`src/rtl/div_pkg.sv`:
```
// Shared definitions for the sequential restoring divider.
package div_pkg;

  localparam int unsigned DIV_WIDTH = 32;

  typedef enum logic [1:0] {
    IDLE = 2'd0,
    RUN  = 2'd1,
    DONE = 2'd2
  } div_state_e;

endpackage

```
`src/rtl/div_step.sv`:
```
// One restoring-division iteration: shift {r,q} left, trial-subtract the
// divisor from the shifted remainder, keep the difference if it did not borrow.
module div_step
  import div_pkg::*;
#(
  parameter int unsigned WIDTH = DIV_WIDTH
) (
  input  logic [WIDTH-1:0] i_r,
  input  logic [WIDTH-1:0] i_q,
  input  logic [WIDTH-1:0] i_divisor,
  output logic [WIDTH-1:0] o_r,
  output logic [WIDTH-1:0] o_q
);

  // Shifted remainder keeps its carried-out MSB so divisors above 2^(WIDTH-1) work.
  logic [WIDTH:0] w_shift_r;
  logic [WIDTH:0] w_trial;

  // Trial subtraction and restore/keep selection.
  always_comb begin
    w_shift_r = {i_r, i_q[WIDTH-1]};
    w_trial   = w_shift_r - {1'b0, i_divisor};
    if (!w_trial[WIDTH]) begin
      o_r = w_trial[WIDTH-1:0];
      o_q = {i_q[WIDTH-2:0], 1'b1};
    end else begin
      o_r = w_shift_r[WIDTH-1:0];
      o_q = {i_q[WIDTH-2:0], 1'b0};
    end
  end

endmodule

```
`src/rtl/div_seq.sv`:
```
// Sequential unsigned divider, one quotient bit per clock (WIDTH iterations).
// Optional feature: define DIV_BY_ZERO_EN to add the dbz port and a
// single-edge divide-by-zero shortcut.
module div_seq
  import div_pkg::*;
#(
  parameter int unsigned WIDTH = DIV_WIDTH
) (
  input  logic             clk,
  input  logic             clrn,
  input  logic             start,
  input  logic [WIDTH-1:0] dividend,
  input  logic [WIDTH-1:0] divisor,
  output logic [WIDTH-1:0] q,
  output logic [WIDTH-1:0] r,
  output logic             busy,
  output logic             ready
`ifdef DIV_BY_ZERO_EN
  ,
  output logic             dbz
`endif
);

  localparam int unsigned CW = $clog2(WIDTH) + 1;

  div_state_e     r_state;
  div_state_e     w_state_nxt;
  logic [CW-1:0]  r_count;
  logic [WIDTH-1:0] r_q;
  logic [WIDTH-1:0] r_r;
  logic [WIDTH-1:0] r_div;
  logic [WIDTH-1:0] w_step_q;
  logic [WIDTH-1:0] w_step_r;
  logic [WIDTH-1:0] w_q_nxt;
  logic             w_accept;
  logic             w_last;
  logic             w_zero;
`ifdef DIV_BY_ZERO_EN
  logic             r_dbz;
`endif

  div_step #(.WIDTH(WIDTH)) u_step (
    .i_r       (r_r),
    .i_q       (r_q),
    .i_divisor (r_div),
    .o_r       (w_step_r),
    .o_q       (w_step_q)
  );

  assign w_accept = start && (r_state != RUN);
  assign w_last   = (r_count == CW'(WIDTH - 1));
  assign w_q_nxt  = w_accept ? dividend : w_step_q;
`ifdef DIV_BY_ZERO_EN
  assign w_zero   = (divisor == '0);
`else
  assign w_zero   = 1'b0;
`endif

  // State register.
  always_ff @(posedge clk or negedge clrn) begin
    if (!clrn) r_state <= IDLE;
    else       r_state <= w_state_nxt;
  end

  // Next-state logic: start is only honoured outside RUN.
  always_comb begin
    w_state_nxt = r_state;
    case (r_state)
      RUN: begin
        if (w_last) w_state_nxt = DONE;
      end
      default: begin
        if (start)      w_state_nxt = w_zero ? DONE : RUN;
        else            w_state_nxt = IDLE;
      end
    endcase
  end

  // Datapath: load on accepted start, iterate in RUN, otherwise hold.
  always_ff @(posedge clk or negedge clrn) begin
    if (!clrn) begin
      r_q     <= '0;
      r_r     <= '0;
      r_div   <= '0;
      r_count <= '0;
`ifdef DIV_BY_ZERO_EN
      r_dbz   <= 1'b0;
`endif
    end else if (w_accept) begin
      r_q     <= w_q_nxt;
      r_r     <= '0;
      r_div   <= divisor;
      r_count <= '0;
`ifdef DIV_BY_ZERO_EN
      r_dbz   <= w_zero;
      if (w_zero) begin
        r_q <= '1;
        r_r <= dividend;
      end
`endif
    end else if (r_state == RUN) begin
      r_q     <= w_q_nxt;
      r_r     <= w_step_r;
      r_count <= r_count + CW'(1);
    end
  end

  assign q     = r_q;
  assign r     = r_r;
  assign busy  = (r_state == RUN);
  assign ready = (r_state == DONE);
`ifdef DIV_BY_ZERO_EN
  assign dbz   = r_dbz;
`endif

endmodule

```
`config.mk`:
```
export PLATFORM = sky130hd
export DESIGN_NAME = div_seq
export DESIGN_NICKNAME = d
export VERILOG_FILES = /design/src/rtl/div_pkg.sv /design/src/rtl/div_step.sv /design/src/rtl/div_seq.sv
export SDC_FILE = /design/constraint.sdc
export NUM_CORES = 1
export LEC_CHECK = 0
export ABC_CLOCK_PERIOD_IN_PS = 7400
export CORE_MARGIN = 2
export CORE_UTILIZATION = 56
export DETAILED_ROUTE_END_ITERATION = 12
export PLACE_DENSITY = 0.93
export SLEW_MARGIN = 5
export SYNTH_ARGS = -nofsm -noshare
export SYNTH_HDL_FRONTEND = slang
export SYNTH_SLANG_ARGS = --single-unit
```
`constraint.sdc`:
```
create_clock -name clk -period 7.4 [get_ports clk]
set_clock_uncertainty 0.05 [all_clocks]
set_input_delay 1.48 -clock clk [delete_from_list [all_inputs] [get_ports clk]]
set_output_delay 1.48 -clock clk [all_outputs]
set_load 0.01 [all_outputs]
```
# Yosys cells after proc, flatten, opt, wreduce, memory -nomap -nowiden
# Index checks and enable logic that the tools add are counted.
[totals] elab_cells=26 register_bits=104 out_inout_bits=66
[op_classes] addsub=2 n_mux=12 n_reduce_logical=2 eq_ne=5
[op_table] operator="2-to-1 mux 32 bit" count=6
[op_table] operator="subtractor 33 x 32 -> 33 bit" count=1
[op_table] operator="2-to-1 mux 6 bit" count=2
[op_table] operator="adder 6 x 1 -> 6 bit, second input constant" count=1
[op_table] operator="equality test 6 x 5 -> 1 bit, second input constant" count=1
[op_table] operator="2-to-1 mux 2 bit" count=2
[op_table] operator="inequality test 2 x 1 -> 1 bit, second input constant" count=2
[op_table] operator="equality test 2 x 1 -> 1 bit, second input constant" count=1
[op_table] operator="equality test 2 bit, second input constant" count=1
[op_table] operator="2-to-1 mux 1 bit" count=2
[op_table] operator="nonzero test 2 bit" count=1
[op_table] operator="logical AND 1 bit" count=1

# Longest topological paths before layout
# Gate-level depths: netlist of the first run.
[depth] ltp_word=5 ltp_mapped=15

# Modules after synthesis
# Synthesis of the first run repeated with hierarchy kept, for this count alone.
[hier_totals] cells_unflattened=720 hier_area_um2=7035.5
[by_module_without_submodules] module="div_seq" seq_area_each_um2=2602.5 cells_per_inst=384 area_per_inst_um2=4436.8 instances=1
[by_module_without_submodules] module="div_step" seq_area_each_um2=0.0 cells_per_inst=336 area_per_inst_um2=2598.7 instances=1

# Least setup slack after synthesis of the first run
# Ideal clock, no wire load.
[synth_timing] path_kind="reg-to-reg" from="register r_q[31], in the netlist q[31]" to="register r_r[10], in the netlist r[10]" t_arrival_ps=3105 required_time_ps=7218 stages_incl_launch_ff=16 path_buffers=1 slack_ps=4113 synth_period_minus_slack_ps=3287 cell_sequence="dfrtp_1 inv_1 ha_1 inv_1 fa_1 a211oi_2 o2111ai_1 and2_4 o21ai_2 a311o_2 a41oi_4 a211o_2 xnor2_4 buf_8 mux2i_1 o21ai_1"
[synth_between] elab_chain_cells=4
[synth_lines] element="start: declaration" line_no="div_seq.sv:29" rtl="logic [WIDTH-1:0] r_q;"
[synth_lines] element="start signal: assignment" line_no="div_seq.sv:90" rtl="r_q <= w_q_nxt;"
[synth_lines] element="start signal: assignment" line_no="div_seq.sv:102" rtl="r_q <= w_q_nxt;"
[synth_lines] element="subtractor 33 x 32 -> 33 bit" line_no="div_step.sv:22" rtl="w_trial = w_shift_r - {1'b0, i_divisor};"
[synth_lines] element="2-to-1 mux 32 bit" line_no="div_step.sv:23" rtl="if (!w_trial[WIDTH]) begin"
[synth_lines] element="2-to-1 mux 32 bit" line_no="div_seq.sv:101" rtl="end else if (r_state == RUN) begin"
[synth_lines] element="2-to-1 mux 32 bit" line_no="div_seq.sv:89" rtl="end else if (w_accept) begin"
[synth_lines] element="end signal: assignment" line_no="div_seq.sv:103" rtl="r_r <= w_step_r;"
[synth_lines] element="end: declaration" line_no="div_seq.sv:30" rtl="logic [WIDTH-1:0] r_r;"
# No other way between the ends. The select of a mux whose other input is x is not followed.
# A chain may end at the register's enable or synchronous reset.

# Worst setup path in the final report of the first run
[layout_timing] from="register r_q[31], in the netlist q[31]" to="register r_r[0], in the netlist r[0]"
[layout_between] elab_chain_cells=4
[layout_lines] element="subtractor 33 x 32 -> 33 bit" line_no="div_step.sv:22"
[layout_lines] element="2-to-1 mux 32 bit *" line_no="div_step.sv:23"
[layout_lines] element="2-to-1 mux 32 bit *" line_no="div_seq.sv:101"
[layout_lines] element="2-to-1 mux 32 bit *" line_no="div_seq.sv:89"
# Every way passes the cells marked *; elsewhere a longest branch is shown, timed or not. The select of a mux whose other input is x is not followed.

==> metrics.yaml, run 1 <==
fp.dieW_um: 111
end_kind: "flop"
die_h_um: 111
fin_crit_ns: 3.78
synthTopCellsByArea: "dfrtp_1, mux2i_1, ha_1"
setup.worst_path.start_class: "flop"
critPathKind: "flop to flop"
diodes: 0
final_util: 0.720
row_count: 39
synth_area_um2: 6410
grt_overflow: 0
crit_family: "compound AO/OA/AOI/OAI gates"
ant_nets: 0
pin_count: 133
syn_inst: 659
postCtsResizedCells: 0
yosysTopAreaCell: "dfrtp_1"
timing.final.ws_setup_ns: 3.62
slew-limit-headroom: 0.440
dieArea_um2: 12300
cts_setup_buffers: 0
drtIter0Drc: 363
synthesis.nets: 760
cts_buffers: 9
numPortBuffers: 132
yosysSeqAreaShare: 0.406
vias_per_cell: 5.86
grt_pass1_vias: 5473
initial_utilization: 0.568
crit_top_cell: "inv_1"
hold_depth: 1
ctsLongestPathBuffers: 2
layout-drive-gt1-share: 0.0928
whs_ns: 0.459
slowest_stage: "buf_4"
grtUsageTotal: 0.258
r2r_start: "q[31]"
tightest_slew_ns: 0.841
yosys_warnings: 0
cp.arrival_ns: 4.01
synth_top_area_share: 0.406
grt_max_degree: 79
multi_input_area_um2: 3480
grt_pass1_wl_mm: 25.9
worst_setup_path_startpoint: "q[31]"
rsz0062_at_grt: "false"
synth-seq-cells: 104
area_growth_pct: 26.6
firstDrtPassIters: 5
setup_viol: 0
cp.depth: 15
slew_viol_final: 0
wire_per_inst_um: 16.7
maxCapViolCount: 0
ir_worst_vdd_mv: 0.399
antenna_found_initial: 0
hold_viol: 0
core_um2: 11300
max_freq_mhz: 264
cpPeakStageDelay_ns: 0.48
vias: 5381
place_hpwl_mm: 10.8
path_cells: "inv_1 -> ha_1 -> inv_1 -> fa_1 -> a211oi_2 -> o2111ai_1 -> and2_4 -> o21ai_2 -> a311o_2 -> a41oi_4 -> a211o_2 -> xnor2_4 -> buf_4 -> mux2_2 -> o21ai_1"
root_buffer: "clkbuf_16"
cp.required_ns: 7.63
synth_enable_flop_cells: 0
ys_types: 61
dp_slack_ns: 3.65
netlist_top_cells_count: "dfrtp_1, nand2_1, o21ai_0"
min_path_type: "flop to flop"
wirelength_mm: 15.3
synthFlopType: "dfrtp_1"
place_congestion: 0.884
drc_errors: 0
insertion_delay_ns: 0.35
nFillCells: 828
avgSynthCellArea_um2: 9.72
clkTransAtPathRegs_ns: 0.07
cts_tree: "done"
async_reset_ff_frac: 1.00
critPathBufInv: 3
status: "finished, final reports clean"
layout.nets: 872
cts.sink_count: 104
yosysMostFrequentCell: "dfrtp_1"
holdCritStartpoint: "r_div[23]"
leakagePower_nw: 3.61
p_per_area_nw_per_um2: 607
setup_tns_ns: 0
hold_buffers: 0
critPathMaxFanout: 37
ff2ff_path_depth: 15
fin_crit_sh: 0.511
layout.area.seq_um2: 2600
htreeDepth: 3
cells by family (layout without fill, tap and decap cells):
group	after synthesis	after routing	synth area share
flip-flops	104	104	0.406
AO/OA/AOI/OAI	166	166	0.158
AND/OR/NAND/NOR	159	159	0.128
multiplexers	89	89	0.146
adder cells (fa/ha/maj)	34	34	0.0676
XOR/XNOR	29	29	0.0426
buffers and inverters	78	195	0.0517
flip-flops by register name, summed over array words and instances (netlist names):
register  flops
r_state       2
r_count       6
r_div        32
r            32
q            32
cell usage in the layout (no fill, tap or decap), drive strengths merged, types with 4 or more instances in the layout:
master | synthesis | final
ha | 33 | 33
mux2i | 55 | 55
mux2 | 34 | 34
nor2 | 22 | 22
nand3b | 30 | 30
buf | 12 | 8
o21bai | 4 | 4
nand3 | 13 | 13
xnor2 | 15 | 15
nor2b | 6 | 6
dfrtp | 104 | 104
o21ai | 86 | 86
o221ai | 4 | 4
clkbuf | 25 | 12
and3 | 6 | 6
a21o | 9 | 9
nand2 | 62 | 62
a21oi | 32 | 32
inv | 41 | 41
xor2 | 14 | 14
clkdlybuf4s50 | 0 | 130
nand2b | 5 | 5
worst paths after layout:
kind / endpoint / slack (ns)
min: r_div[23] / 0.46
max reg2reg: r[0] / 3.62
min reg2reg: r_div[23] / 0.46
max in group asynchronous: r[24] / 5.06
max: r[0] / 3.62
min in group asynchronous: r[9] / 1.03
final cells by class:
| cell class | instances | area share |
|---|---|---|
| inverters | 41 | 0.0190 |
| well taps | 143 | 0.0221 |
| repair buffers | 138 | 0.168 |
| multi-input cells | 477 | 0.429 |
| clock buffers | 12 | 0.0329 |
| clock inverters | 4 | 0.00925 |
| flip-flops and latches | 104 | 0.321 |
report_power, final:
part | internal [mW] | switching (mW) | total (mW)
Sequential | 0.894 | 0.262 | 1.16
Clock | 0.324 | 0.212 | 0.536
Combinational | 1.55 | 1.68 | 3.23
metrics by stage:
| stage | power, mW | instance area, um^2 | instances |
|---|---|---|---|
| finish | 4.92 | 8110 | 919 |
| global route | 5.32 | 8110 | 919 |
| CTS | 4.92 | 8110 | 919 |
| detailed placement | 4.35 | 7770 | 903 |
| global placement | 4.18 | 7770 | 903 |
| floorplan | 3.48 | 6410 | 659 |
layer usage:
layer	GRT usage	routed length, um	vias up
li1	-	-	2553
met1	0.322	6630	2598
met2	0.431	7240	202
met3	0.0672	1110	28
met4	0.0958	340	0
met5	0	0	-
(Power assumes the default switching activity.)
==> inputs of run 2 (changes only) <==
--- a/config.mk
+++ b/config.mk
@@ -5,11 +5,11 @@
 export SDC_FILE = /design/constraint.sdc
 export NUM_CORES = 1
 export LEC_CHECK = 0
-export ABC_CLOCK_PERIOD_IN_PS = 7400
+export ABC_CLOCK_PERIOD_IN_PS = 3700
 export CORE_MARGIN = 2
-export CORE_UTILIZATION = 56
+export CORE_UTILIZATION = 52
 export DETAILED_ROUTE_END_ITERATION = 12
-export PLACE_DENSITY = 0.93
+export PLACE_DENSITY = 0.88
 export SLEW_MARGIN = 5
 export SYNTH_ARGS = -nofsm -noshare
 export SYNTH_HDL_FRONTEND = slang
==> constraint.sdc (replaced) <==
create_clock -name clk -period 3.7 [get_ports clk]
set_clock_uncertainty 0.05 [all_clocks]
set_input_delay 0.74 -clock clk [delete_from_list [all_inputs] [get_ports clk]]
set_output_delay 0.74 -clock clk [all_outputs]
set_load 0.01 [all_outputs]
==> metrics.yaml, run 2 (same netlist as run 1, synthesis figures left out) <==
status: "finished, final reports clean"
vias: 5379  # -0.037%
cp.depth: 15  # unchanged
max_freq_mhz: 288  # +8.8%
row_count: 40  # +2.6%
multi_input_area_um2: 3480  # about the same
cp.required_ns: 3.86  # -3.77 ns
slew_viol_final: 0  # unchanged
grtUsageTotal: 0.243  # -0.0150
crit_top_cell: "inv_1"
critPathMaxFanout: 14  # -62%
worst_setup_path_startpoint: "q[31]"
clkTransAtPathRegs_ns: 0.07  # about the same
cts.sink_count: 104  # unchanged
hold_viol: 0  # unchanged
fin_crit_sh: 0.939  # +0.428
path_cells: "inv_1 -> ha_1 -> inv_1 -> fa_2 -> a211oi_2 -> o2111ai_1 -> and2_4 -> o21ai_2 -> a311o_2 -> a41oi_4 -> a211o_2 -> xnor2_4 -> buf_4 -> mux2i_1 -> o21ai_1"
cpPeakStageDelay_ns: 0.40  # -0.08 ns
layout_commonest_cell: "clkdlybuf4s50_1"
layout.nets: 874  # +0.23%
rsz0062_at_grt: "false"
tightest_slew_ns: 0.814  # -0.0264 ns
cts_buffers: 9  # unchanged
htreeDepth: 3  # unchanged
dieArea_um2: 13200  # +7.4%
layout_common_cells: "clkdlybuf4s50_1, dfrtp_1, nand2_1, o21ai_0, mux2i_1"
grt_pass1_wl_mm: 25.7  # -0.80%
ant_nets: 0  # unchanged
initial_utilization: 0.533  # -0.0350
place_hpwl_mm: 11.3  # +4.3%
hold_buffers: 0  # unchanged
diodes: 0  # unchanged
place_congestion: 0.905  # +2.4%
wire_per_inst_um: 16.6  # -0.41%
firstDrtPassIters: 5  # unchanged
min_path_type: "input port to asynchronous set/reset pin"
critPathBufInv: 3  # unchanged
regToRegSetupSlack_ns: 0.23  # -3.39 ns
setup_tns_ns: 0  # unchanged
grt_overflow: 0  # unchanged
whs_ns: 0.325  # -0.134 ns
maxCapViolCount: 0  # unchanged
slew-limit-headroom: 0.457  # +0.0176
fp.dieW_um: 115  # +3.6%
setup.worst_path.start_class: "flop"
grt_pass1_vias: 5421  # -0.95%
setup_viol: 0  # unchanged
ff2ff_path_depth: 15  # unchanged
antenna_found_initial: 0  # unchanged
regToRegEndpoint: "r[24]"
numPortBuffers: 132  # unchanged
cp.arrival_ns: 3.64  # -0.37 ns
cts_setup_buffers: 0  # unchanged
pin_count: 133  # unchanged
crit_family: "compound AO/OA/AOI/OAI gates"
drc_errors: 0  # unchanged
critPathKind: "flop to flop"
slowest_stage: "dfrtp_1"
ctsLongestPathBuffers: 2  # unchanged
root_buffer: "clkbuf_16"
grt_max_degree: 79  # unchanged
wirelength_mm: 15.3  # +0.13%
drtIter0Drc: 347  # -4.4%
layout-drive-gt1-share: 0.0952  # +0.00245
core_um2: 12000  # +6.6%
insertion_delay_ns: 0.36  # about the same
vias_per_cell: 5.82  # -0.58%
fin_crit_ns: 3.47  # -0.307 ns
crit_end: "r[24]"
area_growth_pct: 26.1
nFillCells: 919  # +11%
end_kind: "flop"
cts_tree: "done"
die_h_um: 115  # +3.6%
layout.area.seq_um2: 2600  # unchanged
r2r_start: "q[31]"
run 2: changes by cell type in the layout (fill, tap and decap cells not counted):
cell / previous run / this run
buf_12: 0 / 1
buf_4: 7 / 8
bufinv_16: 2 / 0
clkbuf_8: 3 / 0
clkinv_4: 0 / 3
clkinvlp_4: 2 / 0
fa_1: 1 / 0
fa_2: 0 / 1
inv_6: 0 / 3
run 2: metrics by stage:
step	util	setup slack, ns	std cells	area (um^2)
2_1_floorplan	-	0.413	659	6410
3_3_place_gp	0.650	0.313	909	7800
3_5_place_dp	0.650	0.181	909	7800
4_1_cts	0.673	0.156	924	8080
5_1_grt	0.673	0.0574	924	8080
6_report	0.673	0.226	924	8080
run 2: worst min-delay path by stage:
stage | endpoint | from | cells past startpoint | slack, ns
after floorplan | q[0] | clrn | 0 | 0.39
after global placement | r_div[0] | r_div[0] | 1 | 0.44
after detailed placement | r_div[10] | r_div[10] | 1 | 0.44
after CTS | r_div[9] | clrn | 1 | 0.35
after global routing | r[9] | clrn | 1 | 0.38
final | r_div[9] | clrn | 1 | 0.32
run 2: cell type report:
class	count	share of cell area
Clock buffer	9	0.0279
Clock inverter	6	0.00650
Inverter	41	0.0190
Multi-Input combinational cell	477	0.430
Sequential cell	104	0.322
Tap cell	147	0.0228
Timing Repair Buffer	140	0.172
run 2: routing by layer:
layer,share of wire,track usage
met4,0.020,0.0980
met5,0,0
met1,0.44,0.313
met3,0.066,0.0538
met2,0.47,0.399
run 2: timing repair:
| item | CTS | global route |
|---|---|---|
| resized for setup | 0 | 1 |
| setup endpoints to repair | 0 | 5 |
| hold endpoints to repair | 0 | 0 |
Power of run 2 is not shown: default switching activity piles up to over one toggle a cycle in this logic, so the estimate is an artifact.
